**src/rtl/uart_rx_ctrl_pkg.sv**
```systemverilog
`default_nettype none
// ============================================================================
// Module   : uart_rx_ctrl_pkg
// Brief    : Shared types and entry layout for the UART RX controller.
// Revision : 1.0 - initial release
// ============================================================================
package uart_rx_ctrl_pkg;

   typedef enum logic [1:0] {
      ST_IDLE    = 2'd0,
      ST_CAPTURE = 2'd1,
      ST_SETTLE  = 2'd2
   } state_e;

   // FIFO entry is {framing, parity, byte}
   localparam int ENTRY_W     = 10;
   localparam int BYTE_LSB    = 0;
   localparam int BYTE_MSB    = 7;
   localparam int PARITY_BIT  = 8;
   localparam int FRAMING_BIT = 9;

endpackage
`default_nettype wire

```
**src/rtl/uart_rx_ctrl_fifo.sv**
```systemverilog
`default_nettype none
// ============================================================================
// Module   : uart_rx_ctrl_fifo
// Brief    : Synchronous FIFO with a registered head/valid output.
// Revision : 1.0 - initial release
// ============================================================================
module uart_rx_ctrl_fifo #(
   parameter int DEPTH   = 8,
   parameter int ENTRY_W = 10
) (
   input  logic                     clk,
   input  logic                     reset_n,
   input  logic                     wr_en_i,
   input  logic [ENTRY_W-1:0]       wr_data_i,
   input  logic                     rd_en_i,
   output logic [ENTRY_W-1:0]       head_o,
   output logic                     valid_o,
   output logic [$clog2(DEPTH):0]   count_o,
   output logic                     wr_accept_o,
   output logic                     drop_o
);

   localparam int PTR_W = $clog2(DEPTH);
   localparam int CNT_W = PTR_W + 1;

   logic [ENTRY_W-1:0] mem_q [DEPTH];
   logic [PTR_W-1:0]   wr_ptr_q, wr_ptr_d;
   logic [PTR_W-1:0]   rd_ptr_q, rd_ptr_d;
   logic [CNT_W-1:0]   count_q, count_d;
   logic [ENTRY_W-1:0] head_q, head_d;
   logic               valid_q;
   logic               rd_eff, full, wr_acc;

   assign rd_eff = rd_en_i && (count_q != '0);
   assign full   = (count_q == CNT_W'(DEPTH));
   // A pop in the same cycle frees a slot, so a full FIFO still accepts
   assign wr_acc = wr_en_i && (!full || rd_eff);

   always_comb begin
      wr_ptr_d = wr_ptr_q + PTR_W'(wr_acc);
      rd_ptr_d = rd_ptr_q + PTR_W'(rd_eff);
      count_d  = count_q + CNT_W'(wr_acc) - CNT_W'(rd_eff);
      head_d   = '0;
      if (count_d != '0) begin
         head_d = (wr_acc && (wr_ptr_q == rd_ptr_d)) ? wr_data_i : mem_q[rd_ptr_d];
      end
   end

   always_ff @(posedge clk) begin
      if (wr_acc) begin
         mem_q[wr_ptr_q] <= wr_data_i;
      end
   end

   always_ff @(posedge clk or negedge reset_n) begin
      if (!reset_n) begin
         wr_ptr_q <= '0;
         rd_ptr_q <= '0;
         count_q  <= '0;
         head_q   <= '0;
         valid_q  <= 1'b0;
      end else begin
         wr_ptr_q <= wr_ptr_d;
         rd_ptr_q <= rd_ptr_d;
         count_q  <= count_d;
         head_q   <= head_d;
         valid_q  <= (count_d != '0);
      end
   end

   assign head_o      = head_q;
   assign valid_o     = valid_q;
   assign count_o     = count_q;
   assign wr_accept_o = wr_acc;
   assign drop_o      = wr_en_i && full && !rd_eff;

endmodule
`default_nettype wire

```
**src/rtl/uart_rx_ctrl.sv**
```systemverilog
`default_nettype none
// ============================================================================
// Module   : uart_rx_ctrl
// Brief    : Drains a UART receiver into a host FIFO with overflow, level and
//            character-timeout interrupts. UART_RX_CTRL_TIMEOUT_EN adds timeout.
// Revision : 1.0 - initial release
// ============================================================================
module uart_rx_ctrl
   import uart_rx_ctrl_pkg::*;
#(
   parameter int DEPTH         = 8,
   parameter int TIMEOUT_TICKS = 320
) (
   input  logic                     clk,
   input  logic                     reset_n,
   input  logic                     baud_clock_i,
   input  logic                     receive_full_i,
   input  logic [7:0]               rx_byte_i,
   input  logic                     parity_err_i,
   input  logic                     framing_error_i,
   output logic                     read_rx_byte_o,
   output logic                     clear_parity_o,
   output logic                     clear_framing_error_o,
   input  logic                     host_rd_i,
   output logic [ENTRY_W-1:0]       host_data_o,
   output logic                     host_valid_o,
   output logic [$clog2(DEPTH):0]   fifo_count_o,
   input  logic [$clog2(DEPTH):0]   irq_thresh_i,
   input  logic                     clr_ovf_i,
   output logic                     fifo_ovf_o,
   output logic                     timeout_o,
   output logic                     irq_o
);

   state_e             state_q;
   logic               read_q, clr_par_q, clr_frm_q;
   logic [ENTRY_W-1:0] entry_q;
   logic               fifo_ovf_q, irq_q;
   logic               wr_en, wr_accept, drop;

   // Outputs are registered, so they are set on entry to CAPTURE
   always_ff @(posedge clk or negedge reset_n) begin
      if (!reset_n) begin
         state_q   <= ST_IDLE;
         read_q    <= 1'b0;
         clr_par_q <= 1'b0;
         clr_frm_q <= 1'b0;
         entry_q   <= '0;
      end else begin
         read_q    <= 1'b0;
         clr_par_q <= 1'b0;
         clr_frm_q <= 1'b0;
         unique case (state_q)
            ST_IDLE: begin
               if (receive_full_i) begin
                  state_q                     <= ST_CAPTURE;
                  read_q                      <= 1'b1;
                  clr_par_q                   <= parity_err_i;
                  clr_frm_q                   <= framing_error_i;
                  entry_q[BYTE_MSB:BYTE_LSB]  <= rx_byte_i;
                  entry_q[PARITY_BIT]         <= parity_err_i;
                  entry_q[FRAMING_BIT]        <= framing_error_i;
               end
            end
            ST_CAPTURE: state_q <= ST_SETTLE;
            ST_SETTLE:  state_q <= ST_IDLE;
            default:    state_q <= ST_IDLE;
         endcase
      end
   end

   assign wr_en = (state_q == ST_CAPTURE);

   uart_rx_ctrl_fifo #(
      .DEPTH   (DEPTH),
      .ENTRY_W (ENTRY_W)
   ) u_fifo (
      .clk         (clk),
      .reset_n     (reset_n),
      .wr_en_i     (wr_en),
      .wr_data_i   (entry_q),
      .rd_en_i     (host_rd_i),
      .head_o      (host_data_o),
      .valid_o     (host_valid_o),
      .count_o     (fifo_count_o),
      .wr_accept_o (wr_accept),
      .drop_o      (drop)
   );

   // A drop wins over a same-cycle clear
   always_ff @(posedge clk or negedge reset_n) begin
      if (!reset_n) begin
         fifo_ovf_q <= 1'b0;
      end else if (drop) begin
         fifo_ovf_q <= 1'b1;
      end else if (clr_ovf_i) begin
         fifo_ovf_q <= 1'b0;
      end
   end

`ifdef UART_RX_CTRL_TIMEOUT_EN
   localparam int TO_W = $clog2(TIMEOUT_TICKS + 1);

   logic [TO_W-1:0] to_cnt_q;
   logic            timeout_q;

   always_ff @(posedge clk or negedge reset_n) begin
      if (!reset_n) begin
         to_cnt_q  <= '0;
         timeout_q <= 1'b0;
      end else begin
         if (wr_accept || host_rd_i || !host_valid_o) begin
            to_cnt_q <= '0;
         end else if (baud_clock_i && (to_cnt_q != TO_W'(TIMEOUT_TICKS))) begin
            to_cnt_q <= to_cnt_q + 1'b1;
         end
         if (host_rd_i || !host_valid_o) begin
            timeout_q <= 1'b0;
         end else if (to_cnt_q == TO_W'(TIMEOUT_TICKS)) begin
            timeout_q <= 1'b1;
         end
      end
   end

   assign timeout_o = timeout_q;
`else
   logic w_unused_cfg;
   assign w_unused_cfg = baud_clock_i & wr_accept & (TIMEOUT_TICKS != 0);
   assign timeout_o    = 1'b0;
`endif

   always_ff @(posedge clk or negedge reset_n) begin
      if (!reset_n) begin
         irq_q <= 1'b0;
      end else begin
         irq_q <= fifo_ovf_q | timeout_o |
                  ((irq_thresh_i != '0) && (fifo_count_o >= irq_thresh_i));
      end
   end

   assign read_rx_byte_o        = read_q;
   assign clear_parity_o        = clr_par_q;
   assign clear_framing_error_o = clr_frm_q;
   assign fifo_ovf_o            = fifo_ovf_q;
   assign irq_o                 = irq_q;

endmodule
`default_nettype wire
```
**config.mk**
```make
export PLATFORM = sky130hd
export DESIGN_NAME = uart_rx_ctrl
export DESIGN_NICKNAME = d
export VERILOG_FILES = /design/src/rtl/uart_rx_ctrl_pkg.sv /design/src/rtl/uart_rx_ctrl_fifo.sv /design/src/rtl/uart_rx_ctrl.sv
export SDC_FILE = /design/constraint.sdc
export NUM_CORES = 1
export LEC_CHECK = 0
export CORE_ASPECT_RATIO = 0.75
export CORE_MARGIN = 2
export CORE_UTILIZATION = 60
export CTS_BUF_LIST = sky130_fd_sc_hd__clkbuf_8
export DETAILED_ROUTE_END_ITERATION = 8
export PLACE_DENSITY = 0.86
export REMOVE_ABC_BUFFERS = 1
export SETUP_SLACK_MARGIN = 0.2
export SLEW_MARGIN = 20
export SYNTH_ARGS = -nofsm -noshare
export SYNTH_HDL_FRONTEND = slang
export SYNTH_HIERARCHICAL = 1
export SYNTH_SLANG_ARGS = --single-unit
export TNS_END_PERCENT = 20
```
**constraint.sdc**
```tcl
create_clock -name clk -period 3.8 [get_ports clk]
set_clock_uncertainty 0.15 [all_clocks]
set_input_delay 0.95 -clock clk [delete_from_list [all_inputs] [get_ports clk]]
set_output_delay 0.95 -clock clk [all_outputs]
set_load 0.02 [all_outputs]
```
# Word level (Yosys, flattened, before mapping)
# Memories as Yosys holds them, arrays and structs flattened.
# Index checks and enable logic that the tools add are counted.
[classes]
addsub = 4
n_lt_le_gt_ge = 1
eq_ne = 4
muxes = 14
bitwise_logic = 1
n_reduce_logical = 15
[ops]
columns = ["cell", "count"]
rows = [
  ["two-way mux 10 bit", 2],
  ["nonzero test 4 bit", 3],
  ["two-way mux 1 bit", 10],
  ["adder 3 x 1 -> 3 bit", 2],
  ["logical AND 1 bit", 6],
  ["adder 4 x 1 -> 4 bit", 1],
  ["equality test 4 bit (second input constant)", 1],
  [">= comparator 4 bit", 1],
  ["case mux 2 bit (2 select lines)", 1],
  ["subtractor 4 x 1 -> 4 bit", 1],
  ["equality test 3 bit", 1],
  ["equality test 2 x 1 -> 1 bit (second input constant)", 1],
  ["logical NOT 1 bit", 2],
  ["logical NOT 2 bit", 1],
  ["two-way mux 2 bit", 1],
  ["!= test 2 bit (second input constant)", 1],
  ["AND reduction 2 bit", 1],
  ["nonzero test 2 bit", 1],
  ["logical OR 1 bit", 1],
  ["bitwise OR 1 bit", 1],
]
[totals]
register_bits = 38
mem_bits_rw = 80
inputBits = 20
out_inout_bits = 21
wordCells = 52
memories = 1
[mem_list]
columns = ["name", "words", "width", "read_ports", "rd_ports_with_merged_regs", "wr", "line_no", "text"]
rows = [
  ["u_fifo.mem_q", 8, 10, 1, 0, 1, "uart_rx_ctrl_fifo.sv:26", "logic [ENTRY_W-1:0] mem_q [DEPTH];"],
]

# Depth between registers and ports, before layout
[logic_depth]
word_depth = 8
depth_mapped = 14
mapped_depth_nobuf = 12

# Modules after synthesis
# Netlist, hierarchy kept.
[modules_own_cells]
columns = ["module", "instances", "cells_each", "area_each_um2", "seq_area_each_um2"]
rows = [
  ["uart_rx_ctrl_fifo", 1, 213, 4122.7, 2927.8],
  ["uart_rx_ctrl", 1, 51, 734.5, 425.4],
]

# Worst setup path before layout
# OpenSTA, ideal clock, no wires.
[synth_timing]
path_kind = "input-to-reg"
startpoint = "in host_rd_i"
endpoint = "reg u_fifo.head_q[0] (netlist: u_fifo/head_o[0])"
setup_ps = 120
arrival_ps = 2899
required_time_ps = 3530
setup_slack_ps = 631
path_stages = 12
path_buffers = 2
path_cell_list = "nor2b_1 > o21ai_4 > buf_4 > mux2i_1 > ha_1 > inv_1 > fa_1 > inv_1 > nor4b_1 > mux2i_1 > buf_2 > o211a_1"
[synth_between]
elab_chain_cells = 7
elab_cells_between_ends = 12
cone_classes = "add/sub (3); eq/ne (1); mux (2); reduce/logical (5); memory (1)"
[synth_lines]
columns = ["item", "line_no", "text"]
rows = [
  ["start, declared", "uart_rx_ctrl.sv:24", "input logic host_rd_i,"],
  ["logical AND 1 bit (*)", "uart_rx_ctrl_fifo.sv:34", "assign rd_eff = rd_en_i && (count_q != '0);"],
  ["logical OR 1 bit", "uart_rx_ctrl_fifo.sv:37", "assign wr_acc = wr_en_i && (!full || rd_eff);"],
  ["logical AND 1 bit", "uart_rx_ctrl_fifo.sv:37", ""],
  ["adder 4 x 1 -> 4 bit", "uart_rx_ctrl_fifo.sv:42", "count_d = count_q + CNT_W'(wr_acc) - CNT_W'(rd_eff);"],
  ["subtractor 4 x 1 -> 4 bit (*)", "uart_rx_ctrl_fifo.sv:42", ""],
  ["named net u_fifo.count_d[1]", "uart_rx_ctrl_fifo.sv:29", "logic [CNT_W-1:0] count_q, count_d;"],
  ["nonzero test 4 bit (*)", "uart_rx_ctrl_fifo.sv:44", "if (count_d != '0) begin"],
  ["two-way mux 10 bit (*)", "uart_rx_ctrl_fifo.sv:44", ""],
  ["named net u_fifo.head_d[0]", "uart_rx_ctrl_fifo.sv:30", "logic [ENTRY_W-1:0] head_q, head_d;"],
  ["end signal, assigned", "uart_rx_ctrl_fifo.sv:60", "head_q <= '0;"],
  ["end signal, assigned", "uart_rx_ctrl_fifo.sv:66", "head_q <= head_d;"],
  ["end, declared", "uart_rx_ctrl_fifo.sv:30", ""],
]
# Mark *: on every way through the listed nets, which the timed path passes. The rest lies on a longest branch.
# A chain may end at the register's enable or synchronous reset.

# Worst setup path in the final report
[layout_timing]
startpoint = "in host_rd_i"
endpoint = "reg u_fifo.head_q[9] (netlist: u_fifo/head_o[9])"
# The elaborated chain is that of the path after synthesis.

==> out/qor.yml <==
yosys:
  synth-main-ff-cell: "edfxtp_1"
  yosys-top-cells-area: "edfxtp_1 (49%), dfrtp_1 (20%), mux4_2 (9.3%)"
  synthArstFlopShare: 0.3220
  synth-edff-count: 80
  synth.yosys.seq_area_share: 0.6904
  ys_seq_elements: 118
  yosys_warnings: 6
  postSynthCellCount: 264
  syn_area_sq_um: 4857
  ys_types: 41
  avgSynthCellArea_sq_um: 18.40
  yosysTopAreaCell: "edfxtp_1"
  synth_top_area_frac: 0.4946
grt:
  grt_use_total: 0.2582
  grt_max_degree: 39
  antenna_found_initial: 0
  overflow: 0
  grt_first_pass_wirelength_um: 15640
  grt_pass1_vias: 2846
detailed_routing:
  wl_per_cell_um: 22.36
  detailroute.via_count: 2606
  route.detailed.drc: 0
  antenna_left: 0
  dr.pass1.iters: 4
  vias_per_cell: 5.817
  drt-initial-drc-count: 224
  drt_wl_total_um: 10020
cts:
  hold_buffers: 0
  numCtsBuffers: 17
  clockBufferDepth: 2
  postCtsSetupRepairBufs: 0
  clock_sinks: 118
  clockRootBuffer: "clkbuf_8"
  clk_latency_ns: 0.42
  path_clk_slew_ns: 0.06
  htreeDepth: 4
  cts_tree: "yes"
  cts_resized: 0
sta:
  fin_crit_ns: 3.283
  finalSetupTns_ns: 0
  hold_violations: 0
  worst_slew_pin_slew_ns: 0.9385
  rsz0062_at_grt: "false"
  setup_viol: 0
  layout_setup_ws_ns: 0.5172
  period_share: 0.8639
  maxSlewHeadroom: 0.3743
  max_freq_mhz: 304.6
  finalMaxSlewViolations: 0
power_and_ir_drop:
  p_comb_frac: 0.398
  power_density_nw_per_um2: 822.8
  pwr-share-seq: 0.394
  totalPowerFinal_mw: 4.781
  p_int_mw: 3.169
  power_switching_mw: 1.612
  ir_drop_mv: 0.4357
  p_sw_frac: 0.3371
  pwr-share-clk: 0.208
  p_leak_nw: 2.248
die:
  core_sq_um: 7883
  die_width_um: 107.9
  fp.dieArea_sq_um: 8838
  rows: 28
  initial_core_util: 0.6162
  ios: 41
  die_height_um: 81.92
layout:
  regArea_sq_um: 3353
  fin_area_sq_um: 5811
  fillers: 464
  diodes: 0
  area_growth_pct: 19.63
  multi_input_area_sq_um: 1381
  layout.nets: 364
  drive_above_1_share: 0.2682
setup_path:
  reg2reg_setup_slack_ns: 0.78
  r2r_cells: 13
  end_kind: "flip-flop"
  r2r-end: "u_fifo/head_o[9]$_DFF_PN0_"
  crit_end: "u_fifo/head_o[9]$_DFF_PN0_"
  slowest_stage: "fa_1"
  cpPeakStageDelay_ns: 0.49
  cp-start-kind: "input port"
  path_delay_family: "buffers and inverters"
  required_ns: 3.95
  cp-startpoint: "host_rd_i"
  crit_path_max_fanout: 11
  crit_chain: "clkdlybuf4s50_1 -> nor2b_1 -> o21ai_4 -> mux2i_1 -> ha_1 -> inv_1 -> fa_1 -> inv_1 -> nor4b_1 -> mux2i_1 -> buf_4 -> o211a_1"
  cp_num_cells: 12
  arrival_ns: 3.43
  r2r_start: "u_fifo/count_o[2]$_DFF_PN0_"
  cp_num_buf_inv: 4
  worstSetupPathType: "in -> reg"
placement:
  routabilityCongestion: 0.7865
  pre_cts_ws_ns: 0.1189
  io_buffers: 38
  dpl_cell_area_sq_um: 5464
  hpwl_um: 5958
status:
  status: "completed"
flow_run:
  max_cap_violations: 0
min_path:
  hold_class: "reg -> reg"
## cells in the final DEF (no fill, tap or decap), drive strengths merged, types with 2 or more instances in the layout
cell and instances:
a21o 2, and2 2, and2b 2, buf 23, clkbuf 18, clkdlybuf4s50 37
clkinv 5, clkinvlp 4, dfrtp 38, edfxtp 80, ha 13, inv 16
mux2 10, mux2i 12, mux4 20, nand2 4, nor2 3, nor3 2
nor3b 4, nor4 3, nor4b 3, o211a 10, o21ai 11, or2 2
or3b 2, xnor2 3, xor2 3
## cell usage after synthesis, types with 2 or more instances
| library cell | instances |
|---|---|
| edfxtp_1 | 80 |
| dfrtp_1 | 38 |
| mux4_2 | 20 |
| ha_1 | 13 |
| inv_1 | 12 |
| mux2i_1 | 12 |
| mux2_2 | 10 |
| o211a_1 | 10 |
| o21ai_0 | 9 |
| buf_2 | 5 |
| buf_6 | 4 |
| nand2_1 | 4 |
| buf_4 | 3 |
| nor2_1 | 3 |
| nor3b_1 | 3 |
| nor4_1 | 3 |
| nor4b_1 | 3 |
| xnor2_1 | 3 |
| xor2_1 | 3 |
| a21o_1 | 2 |
| and2_2 | 2 |
| and2b_2 | 2 |
| nor3_1 | 2 |
## power by group through the flow
stage	Combinational, mW	Sequential [mW]	Clock [mW]
final	1.90	1.88	0.994
after global routing	2.06	1.92	1.06
after CTS	1.92	1.88	1.01
after detailed placement	1.88	1.90	0
after global placement	1.83	1.89	0
after floorplan	1.14	1.95	0
## area by class of cell
class                      count  area share
multi-input combinational    121      0.2377
inverter                      12    0.007752
clock inverter                14     0.01701
clock buffer                  18     0.04264
sequential                   118      0.5771
tap                          105     0.02261
timing repair buffer          60     0.09518
## cells by family (layout without fill, tap and decap cells)
logic type | count (synthesis) | count (layout) | share of synthesized area
other | 1 | 1 | 0.0007721
muxes | 42 | 42 | 0.1407
DFF | 118 | 118 | 0.6904
and+or+nand+nor | 30 | 30 | 0.04276
xor gates and xnor gates | 7 | 7 | 0.01546
adders and majority gates | 14 | 14 | 0.03761
buffers and inverters | 25 | 104 | 0.02911
AOI/OAI and AO/OA | 27 | 27 | 0.04328
## how the worst min path moves through the flow
stage	from	to	slack [ns]	depth (start not counted)
4_1_cts	state_q[1]$_DFFE_PN0P_	state_q[0]$_DFFE_PN0P_	0.39	1
6_report	state_q[1]$_DFFE_PN0P_	state_q[0]$_DFFE_PN0P_	0.38	1
5_1_grt	fifo_ovf_o$_DFFE_PN0P_	fifo_ovf_o$_DFFE_PN0P_	0.43	1
2_1_floorplan	state_q[0]$_DFFE_PN0P_	state_q[0]$_DFFE_PN0P_	0.34	1
3_3_place_gp	state_q[0]$_DFFE_PN0P_	state_q[0]$_DFFE_PN0P_	0.35	1
3_5_place_dp	state_q[1]$_DFFE_PN0P_	state_q[0]$_DFFE_PN0P_	0.38	1
## stage by stage
step | hold WS [ns] | utilization | instances
after CTS | 0.3907 | 0.7371 | 448
after global routing | 0.4265 | 0.7371 | 448
after global placement | 0.3547 | 0.6932 | 416
after detailed placement | 0.3767 | 0.6932 | 416
final | 0.3831 | 0.7371 | 448
after floorplan | 0.3411 | - | 251
## metal layers
| metal | share of wire | track usage | vias up |
|---|---|---|---|
| met5 | 0 | 0 | - |
| met4 | 0.016 | 0.1051 | 0 |
| met3 | 0.063 | 0.06587 | 17 |
| met2 | 0.50 | 0.4145 | 89 |
| met1 | 0.42 | 0.3458 | 1338 |
| li1 | - | - | 1162 |
## sequential cells by signal, summed over array words and instances, names as in the netlist
register,count
u_fifo/head_o,10
clear_parity_o,1
u_fifo/count_o,4
u_fifo/mem_q,80
clear_framing_error_o,1
state_q,2
u_fifo/rd_ptr_q,3
read_rx_byte_o,1
fifo_ovf_o,1
u_fifo/wr_ptr_q,3
entry_q,10
u_fifo/valid_o,1
irq_o,1
Note: power is estimated with default switching activity, not from simulation.
